`config.mk`:
```
export PLATFORM = sky130hd
export DESIGN_NAME = axis_bram_adapter_v1_0_sched
export DESIGN_NICKNAME = d
export VERILOG_FILES = /design/src/rtl/axis_bram_adapter_v1_0_pkg.sv /design/src/rtl/axis_bram_adapter_v1_0_rr_arb.sv /design/src/rtl/axis_bram_adapter_v1_0_sched.sv
export SDC_FILE = /design/constraint.sdc
export NUM_CORES = 1
export LEC_CHECK = 0
export ABC_CLOCK_PERIOD_IN_PS = 2900
export CAP_MARGIN = 15
export CORE_UTILIZATION = 51
export CTS_CLUSTER_DIAMETER = 50
export DETAILED_ROUTE_END_ITERATION = 12
export GPL_ROUTABILITY_DRIVEN = 0
export HOLD_SLACK_MARGIN = 0.15
export PLACE_DENSITY_LB_ADDON = 0.1
export SLEW_MARGIN = 30
export SYNTH_ARGS = -nofsm -noshare
export SYNTH_HDL_FRONTEND = slang
export SYNTH_SLANG_ARGS = --single-unit
export TNS_END_PERCENT = 30
```
`constraint.sdc`:
```
create_clock -name clk -period 2.9 [get_ports clk]
set_input_delay 0.435 -clock clk [delete_from_list [all_inputs] [get_ports clk]]
set_output_delay 0.435 -clock clk [all_outputs]
set_load 0.01 [all_outputs]
```
`src/rtl/axis_bram_adapter_v1_0_pkg.sv`:
```
// Shared constants for the BRAM adapter scheduler: FSM encoding, transfer
// direction codes and the default BRAM word-index width.
package axis_bram_adapter_v1_0_pkg;

  localparam int DEFAULT_ADDR_W = 9;

  localparam logic RW_WRITE = 1'b1;
  localparam logic RW_READ  = 1'b0;

  localparam logic [2:0] ST_IDLE  = 3'd0;
  localparam logic [2:0] ST_CHECK = 3'd1;
  localparam logic [2:0] ST_ISSUE = 3'd2;
  localparam logic [2:0] ST_WAIT  = 3'd3;
  localparam logic [2:0] ST_RESP  = 3'd4;

endpackage

```
`src/rtl/axis_bram_adapter_v1_0_rr_arb.sv`:
```
// Two-way round-robin arbiter: req[0] = write client, req[1] = read client.
// The pointer favours the client that was not served last.
module axis_bram_adapter_v1_0_rr_arb (
  input  logic       clk,
  input  logic       rstn,
  input  logic [1:0] req,
  input  logic       update,
  input  logic       last_rd,
  output logic [1:0] grant
);

  logic rr_ptr;

  always_ff @(posedge clk or negedge rstn) begin
    if (!rstn) begin
      rr_ptr <= 1'b0;
    end else if (update) begin
      rr_ptr <= ~last_rd;
    end
  end

  always_comb begin
    grant = 2'b00;
    case (req)
      2'b01:   grant = 2'b01;
      2'b10:   grant = 2'b10;
      2'b11:   grant = rr_ptr ? 2'b10 : 2'b01;
      default: grant = 2'b00;
    endcase
  end

endmodule

```
`src/rtl/axis_bram_adapter_v1_0_sched.sv`:
```
// Shares one adapter controller between a write and a read client: range-checks
// each descriptor, launches it, and waits for done under a watchdog.
module axis_bram_adapter_v1_0_sched
  import axis_bram_adapter_v1_0_pkg::*;
#(
  parameter int ADDR_W         = DEFAULT_ADDR_W,
  parameter int TIMEOUT_W      = 16,
  parameter int TIMEOUT_CYCLES = 4096
) (
  input  logic              clk,
  input  logic              rstn,
  input  logic              wr_req,
  input  logic [ADDR_W-1:0] wr_start,
  input  logic [ADDR_W-1:0] wr_end,
  output logic              wr_ack,
  output logic              wr_err,
  input  logic              rd_req,
  input  logic [ADDR_W-1:0] rd_start,
  input  logic [ADDR_W-1:0] rd_end,
  output logic              rd_ack,
  output logic              rd_err,
  output logic              cntl_rw,
  output logic [ADDR_W-1:0] cntl_index,
  output logic [ADDR_W-1:0] cntl_size,
  output logic              cntl_start,
  output logic              cntl_abort,
  input  logic              cntl_done,
  output logic              busy,
  output logic              grant_rd
);

  localparam logic [TIMEOUT_W-1:0] WD_LAST = TIMEOUT_W'(TIMEOUT_CYCLES - 1);

  logic [2:0]           state;
  logic                 err;
  logic [TIMEOUT_W-1:0] watchdog;
  logic [1:0]           grant;
  logic                 wd_expired;

  axis_bram_adapter_v1_0_rr_arb u_arb (
    .clk     (clk),
    .rstn    (rstn),
    .req     ({rd_req, wr_req}),
    .update  (state == ST_RESP),
    .last_rd (grant_rd),
    .grant   (grant)
  );

  // The latched descriptor doubles as the controller command, so it is
  // naturally stable from ISSUE through WAIT.
  always_ff @(posedge clk or negedge rstn) begin
    if (!rstn) begin
      state      <= ST_IDLE;
      err        <= 1'b0;
      watchdog   <= '0;
      cntl_rw    <= RW_READ;
      cntl_index <= '0;
      cntl_size  <= '0;
      grant_rd   <= 1'b0;
    end else begin
      case (state)
        ST_IDLE: begin
          if (grant != 2'b00) begin
            cntl_index <= grant[1] ? rd_start : wr_start;
            cntl_size  <= grant[1] ? rd_end   : wr_end;
            cntl_rw    <= grant[1] ? RW_READ  : RW_WRITE;
            grant_rd   <= grant[1];
            err        <= 1'b0;
            state      <= ST_CHECK;
          end
        end
        ST_CHECK: begin
          if (cntl_size < cntl_index) begin
            err   <= 1'b1;
            state <= ST_RESP;
          end else begin
            state <= ST_ISSUE;
          end
        end
        ST_ISSUE: begin
          watchdog <= '0;
          state    <= ST_WAIT;
        end
        ST_WAIT: begin
          watchdog <= watchdog + TIMEOUT_W'(1);
          if (cntl_done) begin
            err   <= 1'b0;
            state <= ST_RESP;
          end else if (wd_expired) begin
            err   <= 1'b1;
            state <= ST_RESP;
          end
        end
        ST_RESP: state <= ST_IDLE;
        default: state <= ST_IDLE;
      endcase
    end
  end

  // A done on the timeout cycle wins, so abort is suppressed by cntl_done.
  assign wd_expired = (watchdog == WD_LAST);
  assign cntl_abort = (state == ST_WAIT) && wd_expired && !cntl_done;
  assign cntl_start = (state == ST_ISSUE);
  assign busy       = (state != ST_IDLE);
  assign wr_ack     = (state == ST_RESP) && !grant_rd;
  assign rd_ack     = (state == ST_RESP) && grant_rd;
  assign wr_err     = wr_ack && err;
  assign rd_err     = rd_ack && err;

endmodule

```
# Yosys cells after proc, flatten, opt, wreduce, memory -nomap -nowiden
# Index checks and enable logic that the tools add are counted.
# classes
add_sub_neg	1
mul	0
div	0
magnitude_cmp	1
n_eq_ne	11
n_shift	0
n_mux	16
bitwise_logic	1
n_reduce_logical	16
# op_table
operator	n
$pmux W16 S2	1
$mux W9	2
$add A16 B1 Y16 const B	1
$eq A16 B12 Y1 const B	1
$mux W3	4
$pmux W3 S4	1
$lt A9 B9 Y1	1
$eq A3 B2 Y1 const B	2
$logic_and A1 B1 Y1	6
$pmux W2 S3	1
$reduce_bool A3 Y1	2
$mux W1	5
$eq A2 B2 Y1 const B	2
$ne A2 B2 Y1 const B	2
$reduce_and A2 Y1	2
$reduce_and A4 Y1	1
$reduce_bool A2 Y1	2
$eq A3 B1 Y1 const B	1
$eq A3 B3 Y1 const B	1
$logic_not A3 Y1	1
$ne A3 B3 Y1 const B	1
$pmux W1 S3	1
$eq A2 B1 Y1 const B	1
$logic_not A1 Y1	2
2 further kinds	2
# totals
register_bits	41
latch_bits	0
ram_bits	0
romBits	0
input_bits	41
mem_count	0

# Longest topological paths before layout
# Gate-level depths: netlist of the first run.
# logic_depth
depth_word	5
ltp_mapped	7
ltp_nobuf	7

# Modules after synthesis
# A second synthesis of the first run with hierarchy kept.
# unflattened
hier_cells	259
hier_area_um2	2332.2
# by_module_without_submodules
module	n_inst	cells_each	area_each_um2	seq_area_each_um2
axis_bram_adapter_v1_0_sched	1	253	2279.7	1001.0
axis_bram_adapter_v1_0_rr_arb	1	6	52.6	25.0

# Worst setup path before layout of the first run
# OpenSTA, ideal clock, no wires.
# synth_path
kind	register to register
from	reg cntl_index[4]
to	reg err
setup_ns	0.083
t_arrival_ns	1.764
t_required_ns	2.817
slack_ns	1.053
path_stages_with_launch	7
period_less_slack_ns	1.847
cell_sequence	dfrtp_1 -> inv_1 -> ha_1 -> a22o_1 -> o41ai_1 -> o311ai_0 -> o21ai_0
# synth_via
elab_chain_cells	3
# synth_lines
item	line_no	source
start, declared	axis_bram_adapter_v1_0_sched.sv:23	output logic [ADDR_W-1:0] cntl_index,
start signal, assigned	axis_bram_adapter_v1_0_sched.sv:64	cntl_index <= grant[1] ? rd_start : wr_start;
$lt A9 B9 Y1	axis_bram_adapter_v1_0_sched.sv:73	if (cntl_size < cntl_index) begin
$ne A2 B2 Y1 (no source line)	n/a	
$reduce_and A4 Y1 (no source line)	n/a	
end signal, assigned	axis_bram_adapter_v1_0_sched.sv:68	err <= 1'b0;
end signal, assigned	axis_bram_adapter_v1_0_sched.sv:74	err <= 1'b1;
end signal, assigned	axis_bram_adapter_v1_0_sched.sv:87	err <= 1'b0;
end, declared	axis_bram_adapter_v1_0_sched.sv:35	logic err;
# No other way between the ends.
# A chain may end at the register's enable or synchronous reset.

# Final worst setup path of the first run
# layout_path
from	reg watchdog[0]
to	out cntl_abort
# layout_via
elab_chain_cells	3
# layout_lines
item	line_no	source
start, declared	axis_bram_adapter_v1_0_sched.sv:36	logic [TIMEOUT_W-1:0] watchdog;
start signal, assigned	axis_bram_adapter_v1_0_sched.sv:85	watchdog <= watchdog + TIMEOUT_W'(1);
$eq A16 B12 Y1	axis_bram_adapter_v1_0_sched.sv:101	assign wd_expired = (watchdog == WD_LAST);
$logic_and A1 B1 Y1 (2 in a row)	axis_bram_adapter_v1_0_sched.sv:102	assign cntl_abort = (state == ST_WAIT) && wd_expired && !cntl_done;
end, declared	axis_bram_adapter_v1_0_sched.sv:26	output logic cntl_abort,
# No other way between the ends.

==> results of run 1 <==
## Yosys cell counts, drive strengths merged (5+ instances only)
master / n
o21ai: 30
buf: 9
a21o: 6
nand2: 37
mux2i: 18
a21oi: 6
nand4: 5
ha: 9
dfrtp: 41
nor3: 6
a22o: 12
nand3: 6
nor2: 10
inv: 14
## power breakdown
part / internal [mW] / switching [mW] / total, mW
clock network: 0.189 / 0.181 / 0.370
registers: 0.773 / 0.212 / 0.985
logic: 0.657 / 0.611 / 1.27
total: 1.62 / 1.00 / 2.62
## metrics by stage
step / cell area (µm²) / hold WS (ns) / utilization, % / total power [mW]
final: 3130 / 0.506 / 71.8 / 2.62
after global routing: 3130 / 0.528 / 71.8 / 2.86
after CTS: 3110 / 0.293 / 71.4 / 2.65
after detailed placement: 3020 / 0.497 / 69.4 / 2.27
after global placement: 3020 / 0.487 / 69.4 / 2.24
after floorplan: 2320 / 0.139 / - / 1.72
## metal layers
metal / global-route usage [%] / part of all wire [%]
met1: 29.2 / 46
met2: 35.9 / 47
met3: 4.80 / 4.4
met4: 8.39 / 2.1
met5: 0 / 0
## cells by family after synthesis
family / count (synthesis)
adders and majority gates: 9
buffers and inverters: 27
and+or+nand+nor: 80
DFF: 41
muxes: 20
AOI/OAI and AO/OA: 68
## path summary, 6_finish.rpt
kind / to / slack (ns) / depth (start not counted)
worst max-delay path: cntl_abort / 0.26 / 5
worst min-delay path: cntl_index[4] / 0.51 / 2
worst max register to register: err / 0.81 / 6
worst min register to register: cntl_index[4] / 0.51 / 2
max in group asynchronous: cntl_index[5] / 1.88 / 2
min in group asynchronous: watchdog[6] / 0.65 / 2
## registers in the layout (all words and copies together) (netlist names)
signal	flops
cntl_index	9
cntl_size	9
cntl_rw	1
u_arb.rr_ptr	1
grant_rd	1
state	3
watchdog	16
err	1
## final cells by class
| cell class | instances | area (µm²) | share of cell area [%] |
|---|---|---|---|
| multi-input combinational | 177 | 1190 | 38.0 |
| clock buffer | 7 | 86.3 | 2.76 |
| inverter | 14 | 52.6 | 1.68 |
| tap | 52 | 65.1 | 2.08 |
| timing repair buffer | 72 | 708 | 22.7 |
| sequential | 41 | 1030 | 32.8 |
## critical path, stage by stage, from the launching register on
cell and delay (ns):
dfrtp_1 0.47, ha_1 0.25, and2_1 0.16, nand4_1 0.18, nor4_2 0.29, clkdlybuf4s50_1 0.57
## timing repair
item | 4_1_cts | 5_1_grt
endpoints found under the hold margin | 0 | 3
endpoints found under the setup margin | 0 | 1
hold buffers | 0 | 1
gates resized for setup | 0 | 1
==> impl_metrics.yaml, run 1 <==
clocking:
  clk_pin_slew_ns: 0.07
  cts_tree: "yes"
  clock_sinks: 41
  htree_levels: 2
  clkLatencyLatePin_ns: 0.29
  numCtsBuffers: 5
  clock_path_buffers: 2
  root_buffer: "clkbuf_8"
  post_cts_buffers: 0
yosys:
  synth_top_area_share_pct: 44.2
  synth_fp_nets: 295
  synth.area.mux_share_pct: 8.73
  postSynth.asyncResetShare_pct: 100
  synth_flop_cell: "dfrtp_1"
  synth_compound_area_share_pct: 19.7
  syn_inst: 245
  yosys.area_share.simple_pct: 17.3
  synth_fa_ha_area_share_pct: 4.85
  synth_area_um2: 2320
  synth-edff-count: 0
  synth_xor_area_share_pct: 0
  ys_seq_elements: 41
  ys_top_cells_by_area: "dfrtp_1, mux2i_1, o21ai_0"
  avgSynthCellArea_um2: 9.47
  synth_top_family_by_area: "compound AO/OA/AOI/OAI gates"
  yosysTopAreaCell: "dfrtp_1"
  ys_seq_area_share_pct: 44.2
  yosysWarningCount: 0
  netlist-cell-type-count: 45
drt:
  vias_per_cell: 5.55
  wl_per_cell_um: 13.3
  wl_um: 4830
  drcViolationCount: 0
  ant_nets: 0
  drt_iter0_drc: 181
  drt-pass1-iter-count: 4
  vias: 2015
power_and_ir_drop:
  p_per_area_nw_per_um2: 839
  total_leakage_power_nw: 1.46
  ir_drop_mv: 0.444
grt:
  grt_max_degree: 42
  antenna_found_initial: 0
  grt_pass1_vias: 1898
  grt_pass1_wl_um: 8470
  overflow: 0
  grt_use_total_pct: 22.2
layout:
  nets: 361
  area_growth_pct: 34.7
  layoutNonFillerInstCount: 363
  final_common_cell: "clkdlybuf4s50_1"
  fillers: 344
  drive_gt1_share_pct: 7.40
  n_antenna_cell: 0
  final_cell_mix: "clkdlybuf4s50_1, dfrtp_1, nand2_1, o21ai_0, mux2i_1"
run:
  cap_violations: 0
worst_setup_path:
  cp.arrival_ns: 2.21
  cp-end-kind: "output port"
  cp_max_fo: 6
  setup.worst_path.start_class: "flop"
  critical_path_required_ns: 2.47
  r2r_start: "cntl_index[4]"
  crit_path_start: "watchdog[0]"
  critPathKind: "reg -> out"
die:
  fp-row-count: 24
  floorplan.die_area_um2: 4820
  pin_count: 68
  die_w_um: 69.5
  core_area_um2: 4350
  die_h_um: 69.5
  initial_core_util_pct: 53.3
timing:
  max_freq_ghz: 0.379
  relSlewSlack_pct: 59.9
  rsz0062_at_grt: "false"
  setup_viol_count_final: 0
  skew_ns: 0.00510
  finalCritPeriodShare_pct: 91.1
  finalWorstSetupSlack_ns: 0.259
  worst_pin_slew_ns: 0.594
  fin_crit_ns: 2.64
  tns_ns: 0
  final_hold_viol_count: 0
  slew_violations: 0
worst_hold_path:
  hold_class: "reg -> reg"
  min_from: "cntl_index[4]"
placed_design:
  portBuffers: 67
  dp.cells: 355
  place_ws_ns: 0.543
  dp_hpwl_um: 3590
outcome:
  status: "completed"
No activity file was read; power rests on OpenSTA's default activity.
==> inputs of run 2 (changes only) <==
Settings changed: CTS_BUF_LIST set to sky130_fd_sc_hd__clkbuf_16, SYNTH_HIERARCHICAL set to 1.
==> impl_metrics.yaml, run 2 <==
die:
  die_w_um: 69.6
  pin_count: 68
  initial_core_util_pct: 53.2
  die_h_um: 69.6
  floorplan.die_area_um2: 4850
  fp-row-count: 24
  core_area_um2: 4380
clocking:
  cts_tree: "yes"
  root_buffer: "clkbuf_16"
  clock_path_buffers: 2
  post_cts_buffers: 0
  clkLatencyLatePin_ns: 0.29
  numCtsBuffers: 5
  post_cts_resized: 0
  holdBufCountCts: 0
  clk_pin_slew_ns: 0.06
  clock_sinks: 41
  htree_levels: 2
yosys:
  synth_fp_nets: 309
  synth_top_area_share_pct: 44.0
  avgSynthCellArea_um2: 9.00
  ys_top_cells_by_count: "dfrtp_1, nand2_1, o21ai_0, a21oi_1, inv_1"
  synth_flop_cell: "dfrtp_1"
  ys_top_cells_by_area: "dfrtp_1, nand2_1, ha_1"
  synth_area_um2: 2330
  synth-edff-count: 0
  synth_most_common_cell: "dfrtp_1"
  postSynth.asyncResetShare_pct: 100
  yosysWarningCount: 6
  yosysTopAreaCell: "dfrtp_1"
  ys_seq_area_share_pct: 44.0
  ys_seq_elements: 41
  syn_inst: 259
  netlist-cell-type-count: 51
layout:
  multiInputGateArea_um2: 1180
  register_area_um2: 1030
  regMostFlops: "watchdog"
  n_antenna_cell: 0
  top_regs: "watchdog: 16 flops, cntl_index: 9 flops, cntl_size: 9 flops"
  nets: 376
  largest_reg_flops: 16
  final_common_cell: "clkdlybuf4s50_1"
  drive_gt1_share_pct: 7.65
  area_growth_pct: 37.6
  final_cell_mix: "clkdlybuf4s50_1, dfrtp_1, nand2_1, o21ai_0"
  fillers: 353
  final_util_pct: 73.2
drt:
  drcViolationCount: 0
  drt_iter0_drc: 121
  ant_nets: 0
  wl_per_cell_um: 14.9
  vias: 2131
  vias_per_cell: 5.62
  drt-pass1-iter-count: 4
  wl_um: 5630
placed_design:
  portBuffers: 67
  dp_hpwl_um: 4130
timing:
  rsz0062_at_grt: "false"
  slew_violations: 0
  skew_ns: 0.00557
  tns_ns: 0
  worst_pin_slew_ns: 0.557
  setup_viol_count_final: 0
  relSlewSlack_pct: 62.9
  final_hold_viol_count: 0
  max_freq_ghz: 0.376
  fin_crit_ns: 2.66
  finalCritPeriodShare_pct: 91.7
grt:
  grt_pass1_wl_um: 10100
  grt_use_total_pct: 26.4
  overflow: 0
  antenna_found_initial: 0
  grt_pass1_vias: 2154
  grt_max_degree: 42
worst_setup_path:
  critical_path_required_ns: 2.47
  cp_max_fo: 6
  setup.worst_path.start_class: "flop"
  critPathKind: "reg -> out"
  cp.arrival_ns: 2.22
  cp-end-kind: "output port"
  reg2reg_depth: 5
worst_hold_path:
  hold_class: "in -> async"
power_and_ir_drop:
  total_leakage_power_nw: 1.40
  ir_drop_mv: 0.483
  p_per_area_nw_per_um2: 931
outcome:
  status: "completed"
run:
  cap_violations: 0
run 2: cell count changes after synthesis, sizes merged, moves of 4 or more:
cell	before	now
a21oi	6	18
o21ai	30	23
and2	3	10
inv	14	18
a21o	6	2
a22o	12	0
a31oi	0	10
mux2i	18	6
o22ai	0	15
buf	9	4
run 2: critical path, cell delays in order (launching register included):
cell and delay (ns):
dfrtp_1 0.42, or4_1 0.55, nor4_2 0.23, nand2_1 0.09, nor2_1 0.11, clkdlybuf4s50_1 0.54
run 2: path summary, 6_finish.rpt:
| check | start | to | slack [ns] |
|---|---|---|---|
| min in group clk | watchdog[15] | watchdog[15] | 0.50 |
| max reg2reg | cntl_size[8] | err | 1.15 |
| min | rstn | watchdog[8] | 0.12 |
| min reg2reg | watchdog[15] | watchdog[15] | 0.50 |
| max | watchdog[12] | cntl_abort | 0.24 |
| max in group asynchronous | rstn | cntl_size[0] | 2.42 |
run 2: cell families after synthesis:
logic type | after synthesis | synth area share [%]
AO/OA/AOI/OAI | 83 | 22.1
AND/OR/NAND/NOR | 90 | 21.2
buffers and inverters | 30 | 5.31
adder cells (fa/ha/maj) | 9 | 4.83
multiplexers | 6 | 2.58
flip-flops | 41 | 44.0
run 2: report_power, final:
group	switching, mW	internal, mW	leakage (nW)
registers	0.234	0.773	0.526
clock network	0.228	0.403	0.0775
logic	0.683	0.668	0.792
run 2: stage by stage:
step           setup slack [ns]  power, mW  area [µm²]  cells  hold slack [ns]
2_1_floorplan              1.08       1.75        2330    259            0.139
3_3_place_gp              0.608       2.32        3040    371            0.466
3_5_place_dp              0.535       2.36        3040    371            0.477
4_1_cts                   0.217       3.01        3210    379            0.321
5_1_grt                  0.0912       3.24        3210    379            0.173
6_report                  0.241       2.99        3210    379            0.117
run 2: cell type report:
cell class	count	share of cell area, %
tap	52	2.03
timing repair buffer	71	21.8
sequential	41	32.0
inverter	19	2.22
clock inverter	3	1.29
multi-input combinational	188	36.8
clock buffer	5	3.90
run 2: per-layer routing:
layer | part of all wire (%) | global-route usage, % | routed length (µm) | vias to the layer above
li1 | - | - | - | 1069
met1 | 44 | 33.6 | 2480 | 985
met5 | 0 | 0 | 0 | -
met2 | 48 | 43.9 | 2720 | 64
met3 | 5.0 | 6.10 | 281 | 13
met4 | 2.5 | 9.78 | 143 | 0
==> inputs of run 3 (changes only) <==
Settings changed: CORE_MARGIN set to 10.
==> impl_metrics.yaml, run 3 (synthesis results as in run 2) <==
outcome:
  status: "completed"
layout:
  area_growth_pct: 36.2
  regMostFlops: "watchdog"
  final_util_pct: 72.4
  top_regs: "watchdog: 16 flops, cntl_index: 9 flops, cntl_size: 9 flops"
  nets: 376
  layoutNonFillerInstCount: 378
  final_cell_mix: "clkdlybuf4s50_1, dfrtp_1, nand2_1, o21ai_0, inv_1"
  drive_gt1_share_pct: 7.06
  final_common_cell: "clkdlybuf4s50_1"
  n_antenna_cell: 0
  final_area_um2: 3180
  largest_reg_flops: 16
worst_setup_path:
  setup.worst_path.start_class: "flop"
  cp_max_fo: 6
  critical_path_required_ns: 2.47
  cp_num_buf_inv: 1
  crit_chain: "or4_1 -> nor4_2 -> nand2_1 -> nor2_1 -> clkdlybuf4s50_1"
  cp-end-kind: "output port"
  cp.arrival_ns: 2.22
  critPathKind: "reg -> out"
  max_stage_delay_ns: 0.55
  cp_top_family: "simple AND/OR/NAND/NOR gates"
  slowest_stage: "or4_1"
clocking:
  root_buffer: "clkbuf_16"
  clk_pin_slew_ns: 0.05
  numCtsBuffers: 5
  clock_sinks: 41
  holdBufCountCts: 0
  post_cts_resized: 0
  htree_levels: 2
  cts_tree: "yes"
  post_cts_buffers: 0
  clock_path_buffers: 2
  clkLatencyLatePin_ns: 0.28
drt:
  drt-met1-wl_um: 2540
  wl_per_cell_um: 16.1
  vias: 2120
  drt_iter0_drc: 73
  vias_per_cell: 5.61
  routed-wl-met2_um: 2990
  drt-pass1-iter-count: 4
  ant_nets: 0
  wl_um: 6090
  wl_met3_um: 504
  drcViolationCount: 0
  maxUsedRoutingLayer: "met4"
die:
  fp-row-count: 24
  pin_count: 68
  die_h_um: 87.6
  floorplan.die_area_um2: 7680
  die_w_um: 87.6
  core_area_um2: 4380
  initial_core_util_pct: 53.2
timing:
  tns_ns: 0
  skew_ns: 0.00282
  fin_crit_ns: 2.65
  finalWorstSetupSlack_ns: 0.246
  rsz0062_at_grt: "false"
  relSlewSlack_pct: 61.3
  holdWs_ns: 0.129
  setup_viol_count_final: 0
  final_hold_viol_count: 0
  worst_pin_slew_ns: 0.581
  max_freq_ghz: 0.377
  finalCritPeriodShare_pct: 91.5
  slew_violations: 0
placed_design:
  portBuffers: 67
  place_ws_ns: 0.553
  dpl_cell_area_um2: 3040
  dp_hpwl_um: 4610
  dp.cells: 371
power_and_ir_drop:
  total_leakage_power_nw: 1.39
  ir_drop_mv: 0.499
  power.total_mw: 2.89
  p_per_area_nw_per_um2: 909
worst_hold_path:
  hold_class: "in -> async"
run:
  cap_violations: 0
grt:
  grt_pass1_wl_um: 10300
  grt_use_total_pct: 16.4
  antenna_found_initial: 0
  grt_max_degree: 42
  grt_pass1_vias: 2170
  overflow: 0
==> run 3: cell count changes in the layout (fill, tap and decap cells not counted), sizes merged <==
cell	previous run	this run
bufinv	1	0
clkinvlp	1	0
inv	18	19
==> run 3: layout make-up <==
class | count | area (µm²)
repair buffers | 71 | 698
multi-input cells | 188 | 1180
clock inverters | 2 | 7.51
flip-flops and latches | 41 | 1030
clock buffers | 5 | 125
inverters | 19 | 71.3
fillers | 339 | 1210
well taps | 52 | 65.1
==> run 3: worst paths after layout <==
kind / startpoint / to / slack [ns] / cells after the start
min reg2reg: watchdog[15] / watchdog[15] / 0.49 / 1
min in group clk: watchdog[15] / watchdog[15] / 0.49 / 1
max in group asynchronous: rstn / cntl_rw / 2.43 / 1
min: rstn / watchdog[8] / 0.13 / 1
max: watchdog[12] / cntl_abort / 0.25 / 5
max reg2reg: cntl_index[8] / err / 1.11 / 6
==> run 3: worst reg2reg max path: stages, from the launching register on <==
cell	delay (ns)
dfrtp_1	0.39
inv_1	0.06
ha_1	0.30
and3b_1	0.19
o2111ai_1	0.16
o311ai_1	0.42
o21ai_1	0.14
==> run 3: per-layer routing <==
| metal | global-route usage [%] | up-vias |
|---|---|---|
| li1 | - | 1074 |
| met1 | 18.0 | 997 |
| met2 | 27.6 | 43 |
| met3 | 8.17 | 6 |
| met4 | 4.64 | 0 |
| met5 | 0 | - |
==> run 3: power by group <==
group	switching (mW)	leakage, nW	internal, mW
combinational	0.698	0.792	0.672
clock	0.207	0.0685	0.307
sequential	0.230	0.526	0.773
